[config.mk]
export PLATFORM = sky130hd
export DESIGN_NAME = program_counter_unit
export DESIGN_NICKNAME = d
export VERILOG_FILES = /design/src/rtl/core_pkg.sv /design/src/rtl/program_counter_add.sv /design/src/rtl/program_counter_unit.sv
export SDC_FILE = /design/constraint.sdc
export NUM_CORES = 1
export LEC_CHECK = 0
export ABC_AREA = 1
export CAP_MARGIN = 20
export CORE_MARGIN = 2
export CORE_UTILIZATION = 53
export CTS_CLUSTER_DIAMETER = 50
export DETAILED_ROUTE_END_ITERATION = 7
export PLACE_DENSITY = 0.84
export SYNTH_ARGS = -nofsm -noshare
export SYNTH_HDL_FRONTEND = slang
export SYNTH_SLANG_ARGS = --single-unit
[constraint.sdc]
create_clock -name Clk -period 2.82 [get_ports Clk]
set_input_delay 0.564 -clock Clk [delete_from_list [all_inputs] [get_ports Clk]]
set_output_delay 0.564 -clock Clk [all_outputs]
set_load 0.03 [all_outputs]
[src/rtl/core_pkg.sv]
// Shared core types: program-counter FSM states and next-PC mux selects.
package core_pkg;

   typedef enum logic [1:0] {
      PC_BOOT,
      PC_RUN,
      PC_HALT
   } pc_state_t;

   typedef enum logic [1:0] {
      SEL_TRAP,
      SEL_REDIR,
      SEL_HOLD,
      SEL_SEQ
   } pc_sel_t;

endpackage : core_pkg

[src/rtl/program_counter_add.sv]
// Sequential-step incrementer; wraps modulo 2^DWIDTH with no carry out.
module program_counter_add #(
   parameter int DWIDTH = 32,
   parameter int INCR   = 4
) (
   input  logic [DWIDTH-1:0] i_pc,
   output logic [DWIDTH-1:0] o_pc_next
);

   assign o_pc_next = i_pc + DWIDTH'(INCR);

endmodule : program_counter_add

[src/rtl/program_counter_unit.sv]
// Registered program counter: BOOT/RUN/HALT FSM, priority next-PC mux
// (trap > redirect > hold > sequential), misaligned-redirect capture and instret.
module program_counter_unit
   import core_pkg::*;
#(
   parameter int              DWIDTH       = 32,
   parameter int              INCR         = 4,
   parameter logic [DWIDTH-1:0] RESET_VECTOR = '0,
   parameter int              CWIDTH       = 64
) (
   input  logic              Clk,
   input  logic              Reset_N,
   input  logic              Stall,
   input  logic              Redirect_Valid,
   input  logic [DWIDTH-1:0] Redirect_Target,
   input  logic              Trap_Valid,
   input  logic [DWIDTH-1:0] Trap_Vector,
   input  logic              Halt_Req,
   input  logic              Resume_Req,
   output logic [DWIDTH-1:0] Program_Count_Curr,
   output logic [DWIDTH-1:0] Program_Count_Next,
   output logic              Pc_Valid,
   output logic              Halted,
   output logic              Misalign_Exc,
   output logic [DWIDTH-1:0] Misalign_Addr,
   output logic [CWIDTH-1:0] Instret_Count
);

   localparam int ALIGN_BITS = $clog2(INCR);
   localparam logic [DWIDTH-1:0] ALIGN_MASK = DWIDTH'((1 << ALIGN_BITS) - 1);

   pc_state_t         r_state;
   pc_state_t         w_state_nxt;
   pc_sel_t           w_sel;
   logic [DWIDTH-1:0] r_pc;
   logic [DWIDTH-1:0] w_pc_nxt;
   logic [DWIDTH-1:0] w_pc_seq;
   logic [DWIDTH-1:0] w_trap_aligned;
   logic              w_redir_misaligned;
   logic              w_misalign;
   logic              w_retire;
   logic              r_misalign_exc;
   logic [DWIDTH-1:0] r_misalign_addr;
   logic [CWIDTH-1:0] r_instret;

   program_counter_add #(
      .DWIDTH (DWIDTH),
      .INCR   (INCR)
   ) u_add (
      .i_pc      (r_pc),
      .o_pc_next (w_pc_seq)
   );

   assign w_trap_aligned     = Trap_Vector & ~ALIGN_MASK;
   assign w_redir_misaligned = |(Redirect_Target & ALIGN_MASK);

   // Halt_Req takes precedence over any pending redirect in RUN, so a
   // redirect arriving with a halt is neither taken nor flagged.
   always_comb begin
      w_state_nxt = r_state;
      w_sel       = SEL_HOLD;
      w_misalign  = 1'b0;
      w_retire    = 1'b0;
      case (r_state)
         PC_BOOT: begin
            w_state_nxt = PC_RUN;
         end
         PC_RUN: begin
            if (Trap_Valid) begin
               w_sel = SEL_TRAP;
            end else if (Halt_Req) begin
               w_state_nxt = PC_HALT;
            end else if (Redirect_Valid) begin
               if (w_redir_misaligned) begin
                  w_misalign = 1'b1;
               end else begin
                  w_sel = SEL_REDIR;
               end
            end else if (!Stall) begin
               w_sel = SEL_SEQ;
            end
            w_retire = !Stall && !Trap_Valid && !w_misalign;
         end
         PC_HALT: begin
            if (Trap_Valid) begin
               w_sel       = SEL_TRAP;
               w_state_nxt = PC_RUN;
            end else if (Resume_Req) begin
               w_state_nxt = PC_RUN;
            end
         end
         default: begin
            w_state_nxt = PC_BOOT;
         end
      endcase
   end

   always_comb begin
      w_pc_nxt = r_pc;
      case (w_sel)
         SEL_TRAP:  w_pc_nxt = w_trap_aligned;
         SEL_REDIR: w_pc_nxt = Redirect_Target;
         SEL_SEQ:   w_pc_nxt = w_pc_seq;
         default:   w_pc_nxt = r_pc;
      endcase
   end

   always_ff @(posedge Clk or negedge Reset_N) begin
      if (!Reset_N) begin
         r_state         <= PC_BOOT;
         r_pc            <= RESET_VECTOR;
         r_misalign_exc  <= 1'b0;
         r_misalign_addr <= '0;
         r_instret       <= '0;
      end else begin
         r_state        <= w_state_nxt;
         r_pc           <= w_pc_nxt;
         r_misalign_exc <= w_misalign;
         if (w_misalign) begin
            r_misalign_addr <= Redirect_Target;
         end
         if (w_retire) begin
            r_instret <= r_instret + CWIDTH'(1);
         end
      end
   end

   assign Program_Count_Curr = r_pc;
   assign Program_Count_Next = w_pc_seq;
   assign Pc_Valid           = (r_state == PC_RUN);
   assign Halted             = (r_state == PC_HALT);
   assign Misalign_Exc       = r_misalign_exc;
   assign Misalign_Addr      = r_misalign_addr;
   assign Instret_Count      = r_instret;

endmodule : program_counter_unit

== After elaboration in Yosys (flattened, before gate mapping) ==
Index checks and enable logic that the tools add are counted.
Operators by class
  multiply operators: 0
  order comparisons: 0
  bitwise logic cells: 0
  reduce and logical (&&, ||, !) cells: 10
  shift operators: 0
  equality and inequality tests: 7
  divide/modulo/power cells: 0
  muxes and demuxes: 20
  $add $sub $neg: 2
Operators with widths (number)
  one-hot mux 32 bit (3 select lines): 1
  adder 64 x 1 -> 64 bit (second input constant): 1
  adder 32 x 3 -> 32 bit (second input constant): 1
  two-way mux 2 bit: 9
  two-way mux 1 bit: 8
  one-hot mux 2 bit (3 select lines): 1
  equality test 2 x 1 -> 1 bit (second input constant): 2
  equality test 2 bit (second input constant): 2
  zero test 2 bit: 2
  != test 2 bit (second input constant): 2
  one-hot mux 2 bit (2 select lines): 1
  zero test 1 bit: 3
  != test 3 bit (second input constant): 1
  AND reduction 3 bit: 1
  nonzero test 3 bit: 1
  logical AND 1 bit: 2
  OR reduction 2 bit: 1
Storage, ports and cells
  ROM bits: 0
  bits in writable memories: 0
  bits in latches: 0
  output and inout port bits: 163
  register bits: 131
  memories kept: 0
  word-level logic and storage cells: 44

== Depth between registers and ports, before layout ==
  depth after elaboration: 9
  mapped depth: 12
  mapped depth without buffers: 12

== By module ==
A second synthesis with hierarchy kept.
Unflattened totals
  cell total of the unflattened synthesis: 1205
  area, all modules: 8206.6 um2
By module, submodules not included
  program_counter_unit: instances 1, sequential area each 3278.1 um2, cells each 1028, area each 7297.0 um2
  program_counter_add: instances 1, sequential area each 0.0 um2, cells each 177, area each 909.6 um2

== Least setup slack after synthesis ==
OpenSTA, ideal clock, no wires.
  path type: reg2out
  start point: register r_pc[2] (netlist: Program_Count_Curr[2])
  end point: output Program_Count_Next[10]
  path slack: 0.400 ns
  path buffers: 0
  stages on the path, launching flop included: 6
  data arrival time: 1.856 ns
  path through: dfrtp_1 ha_1 nand3_1 inv_1 nand2_1 xnor2_1
On the way
  word-level cells in the longest chain between the ends: 1
Ends and longest elaborated chain
  from (decl): line program_counter_unit.sv:35  | logic [DWIDTH-1:0] r_pc;
  from (signal assigned): line program_counter_unit.sv:117  | r_pc <= w_pc_nxt;
  adder 32 x 3 -> 32 bit: line program_counter_add.sv:10  | assign o_pc_next = i_pc + DWIDTH'(INCR);
  to (decl): line program_counter_unit.sv:21  | output logic [DWIDTH-1:0] Program_Count_Next,
Every way passes these cells.

== Final worst setup path ==
  start point: register r_pc[19] (netlist: Program_Count_Curr[19])
  end point: output Program_Count_Next[27]
The elaborated chain is that of the path after synthesis.

==> summary.txt <==
Synth
  – YS warnings: 0
  – Post-synth top area share: 0.3948
  – Count of flip-flops with a built-in enable after synthesis: 0
  – Yosys cell types: 41
  – Synth cell count leaders: nand2_1 (481), nor2_1 (211), dfrtp_1 (131)
  – Cell count after synthesis: around 1200
  – Synth Flop Type: dfrtp_1
  – Area of the mapped netlist: 8303 sq um
  – Synth async-reset ratio: 1.000
  – Top-count cell post-synth: nand2_1
  – Dominant cell type by area after synthesis: dfrtp_1
  – Sequential element share of the synthesized area: 0.3948
  – Area contributors post-synth: dfrtp_1 (39%), nand2_1 (22%), nor2_1 (9.5%), inv_1 (4.9%), nand3_1 (3.4%)
  – Avg Cell Area, Syn: 6.685 sq um
  – Post-Syn Nets: roughly 1300
  – Synthesized flop and latch total: between 100 and 150

STA
  – RSZ-0062 raised after global routing: no
  – Rel. slew slack: 0.5348
  – Post-route minimum period: ~2.7 ns
  – Worst Tran Pin Value: about 0.7 ns
  – Final clock skew: around 0.0066 ns
  – Slew Viols, Final: 0
  – Final worst setup slack: around 0.1 ns
  – Final Hold Viols: 0
  – Fin Hold WS: ~0.16 ns
  – Fmax: between 300 and 400 MHz
  – # setup viols final: 0
  – Final setup TNS: 0 ns
  – Period utilisation layout: 0.9650

Clock network
  – Clock Pin Slew Worst Setup and Hold Paths: roughly 0.060 ns
  – Clock Tree Root: clkbuf_16
  – CTS buffer count: 17
  – H-tree levels: 4
  – Clk buf depth: 2
  – CTS tree: built
  – Clk sinks: 131
  – Clock Latency Late Sink: approximately 0.43 ns

Detailed routing
  – Residual DRC count: 0
  – Routed WL: between 20000 and 30000 um
  – Via/cell ratio: 5.324
  – DRT Pass-1 Iters: 6
  – DR WL/cell: roughly 17 um
  – ANT nets after route: 0
  – Drt initial violations: about 800
  – Detailed-route via count: about 9000

Placed design
  – Final Wtd Congestion: a little under 1
  – Dpl ws: slightly above 0.1 ns
  – HPWL after detailed placement: between 20000 and 25000 um
  – Port bufs: ~230

Worst setup path
  – Critical path's most frequent cell: nand2_1
  – Crit path max fanout: 6
  – Worst Setup Start Kind: register
  – Req. time, crit path: about 2.3 ns
  – Worst path arrival time: roughly 2.2 ns
  – Slowest-stage cell, CP: dfrtp_1
  – Setup crit end kind: output port
  – Crit path cell chain: nand2_1, nor2_1, nand2_1, nor2_1, nand2_1, nand2_1, nand2_1, inv_1, dlygate4sd2_1
  – Top delay family on crit path: simple AND/OR/NAND/NOR gates
  – Critical path's largest stage delay: around 0.51 ns
  – CP bufs+invs: 2
  – Critical path class: reg2out

Global route
  – Vias in the first global route: roughly 8600
  – Initial antenna violation count: 0
  – Global route total overflow: 0
  – Largest net degree at the start of global routing: 48
  – GRT Total Usage: 0.3487
  – First-pass GRT wire length: ~45000 um

Run
  – Max Cap Violations: 0

Finish
  – Antenna cells: 0
  – Layout cells sized above 1: 0.08445
  – P&R area growth vs syn: 37.69%
  – Final Net Count: 1556

Floorplanning
  – # IOs: between 200 and 250
  – Row count: 45
  – Initial core utilization: 0.5442
  – Core area: ~15000 sq um
  – DIE AREA: 16680 sq um
  – Height of the die: between 100 and 150 um
  – Die Width: 129.2 um

Power and ir drop
  – LEAKAGE: 0.005092 uW
  – Max IR drop VDD: ~0.00055 V
  – Pwr/cell area: 982.2 nW/um^2

Run status
  – Status: complete, no violations

Hold path
  – Hold Crit Class: in2async
-- stage by stage --
| stage | power [uW] | area [sq um] | std cells | util |
|---|---|---|---|---|
| after floorplan | 6521 | 8303 | 1242 | - |
| after global routing | 11860 | 11430 | 1703 | 0.7492 |
| final | 11230 | 11430 | 1703 | 0.7492 |
| after CTS | 11160 | 11440 | 1703 | 0.7497 |
| after global placement | 8886 | 10850 | 1671 | 0.7112 |
| after detailed placement | 8993 | 10850 | 1671 | 0.7112 |
-- worst paths after layout --
kind	from	end	slack, ns	cells past startpoint
min in group Clk	Misalign_Addr[5]$_DFFE_PN0P_	Misalign_Addr[5]$_DFFE_PN0P_	0.47	2
worst max register to register	r_state[1]$_DFFE_PN0P_	Instret_Count[9]$_DFFE_PN0P_	0.55	11
worst min-delay path	Reset_N	Program_Count_Curr[3]$_DFFE_PN0P_	0.16	1
worst max-delay path	Program_Count_Curr[19]$_DFFE_PN0P_	Program_Count_Next[27]	0.1	9
max in group asynchronous	Reset_N	Instret_Count[42]$_DFFE_PN0P_	1.90	2
worst min register to register	Misalign_Addr[5]$_DFFE_PN0P_	Misalign_Addr[5]$_DFFE_PN0P_	0.47	2
-- cells by family (layout without fill, tap and decap cells) --
group / after synthesis / count (layout) / synth area share
AO/OA/AOI/OAI: 94 / 94 / 0.06073
buffers and inverters: 144 / 394 / 0.07037
XOR/XNOR: 44 / 44 / 0.04641
AND/OR/NAND/NOR: 823 / 823 / 0.4186
adder cells (fa/ha/maj): 6 / 6 / 0.009041
flip-flops: 131 / 131 / 0.3948
-- routing by layer --
layer  GRT usage  wire (um)  share of wire  vias up
li1            -          -              -     4344
met1      0.4479      11370           0.40     4166
met2      0.5808      13420           0.47      469
met3     0.04872       2305          0.081       88
met4      0.1714       1337          0.047        0
met5           0          0              0        -
-- report_power, final --
group	internal (uW)	total [uW]	switching, uW
registers	2410	3010	603
logic	2160	6000	3840
clock network	1310	2220	911
total	5880	11200	5350
-- final cells by class --
cell class / instances / area, sq um
fill: 1237 / 3826
tap: 211 / 264.0
inverter: 119 / 446.7
sequential: 131 / 3286
multi-input combinational: 967 / 4493
clock buffer: 17 / 425.4
clock inverter: 15 / 157.7
timing repair buffer: 243 / 2360
-- state kept, by name (all words and copies together) (netlist names) --
register,count
Program_Count_Curr,32
Instret_Count,64
Misalign_Exc,1
Misalign_Addr,32
r_state,2
-- placed cells by master, fill, tap and decap left out, drive strengths merged, types with 5 or more instances in the layout --
| cell | Yosys | layout |
|---|---|---|
| nand2 | 487 | 487 |
| nor2 | 231 | 231 |
| clkdlybuf4s50 | 0 | 204 |
| dfrtp | 131 | 131 |
| inv | 119 | 122 |
| nand3 | 61 | 61 |
| o21ai | 55 | 55 |
| xnor2 | 30 | 30 |
| clkbuf | 8 | 29 |
| a21oi | 28 | 28 |
| nand4 | 19 | 19 |
| buf | 17 | 19 |
| xor2 | 14 | 14 |
| and2 | 12 | 12 |
| clkinv | 0 | 7 |
| ha | 6 | 6 |
| o21bai | 5 | 5 |
-- what timing repair did --
action                     4_1_cts  5_1_grt
resized for setup               35       37
pin swaps                        0        0
setup endpoints to repair       25       20
setup buffers                    0        0
hold buffers                     0        0
gates cloned                     0        0
(Power assumes the default switching activity.)
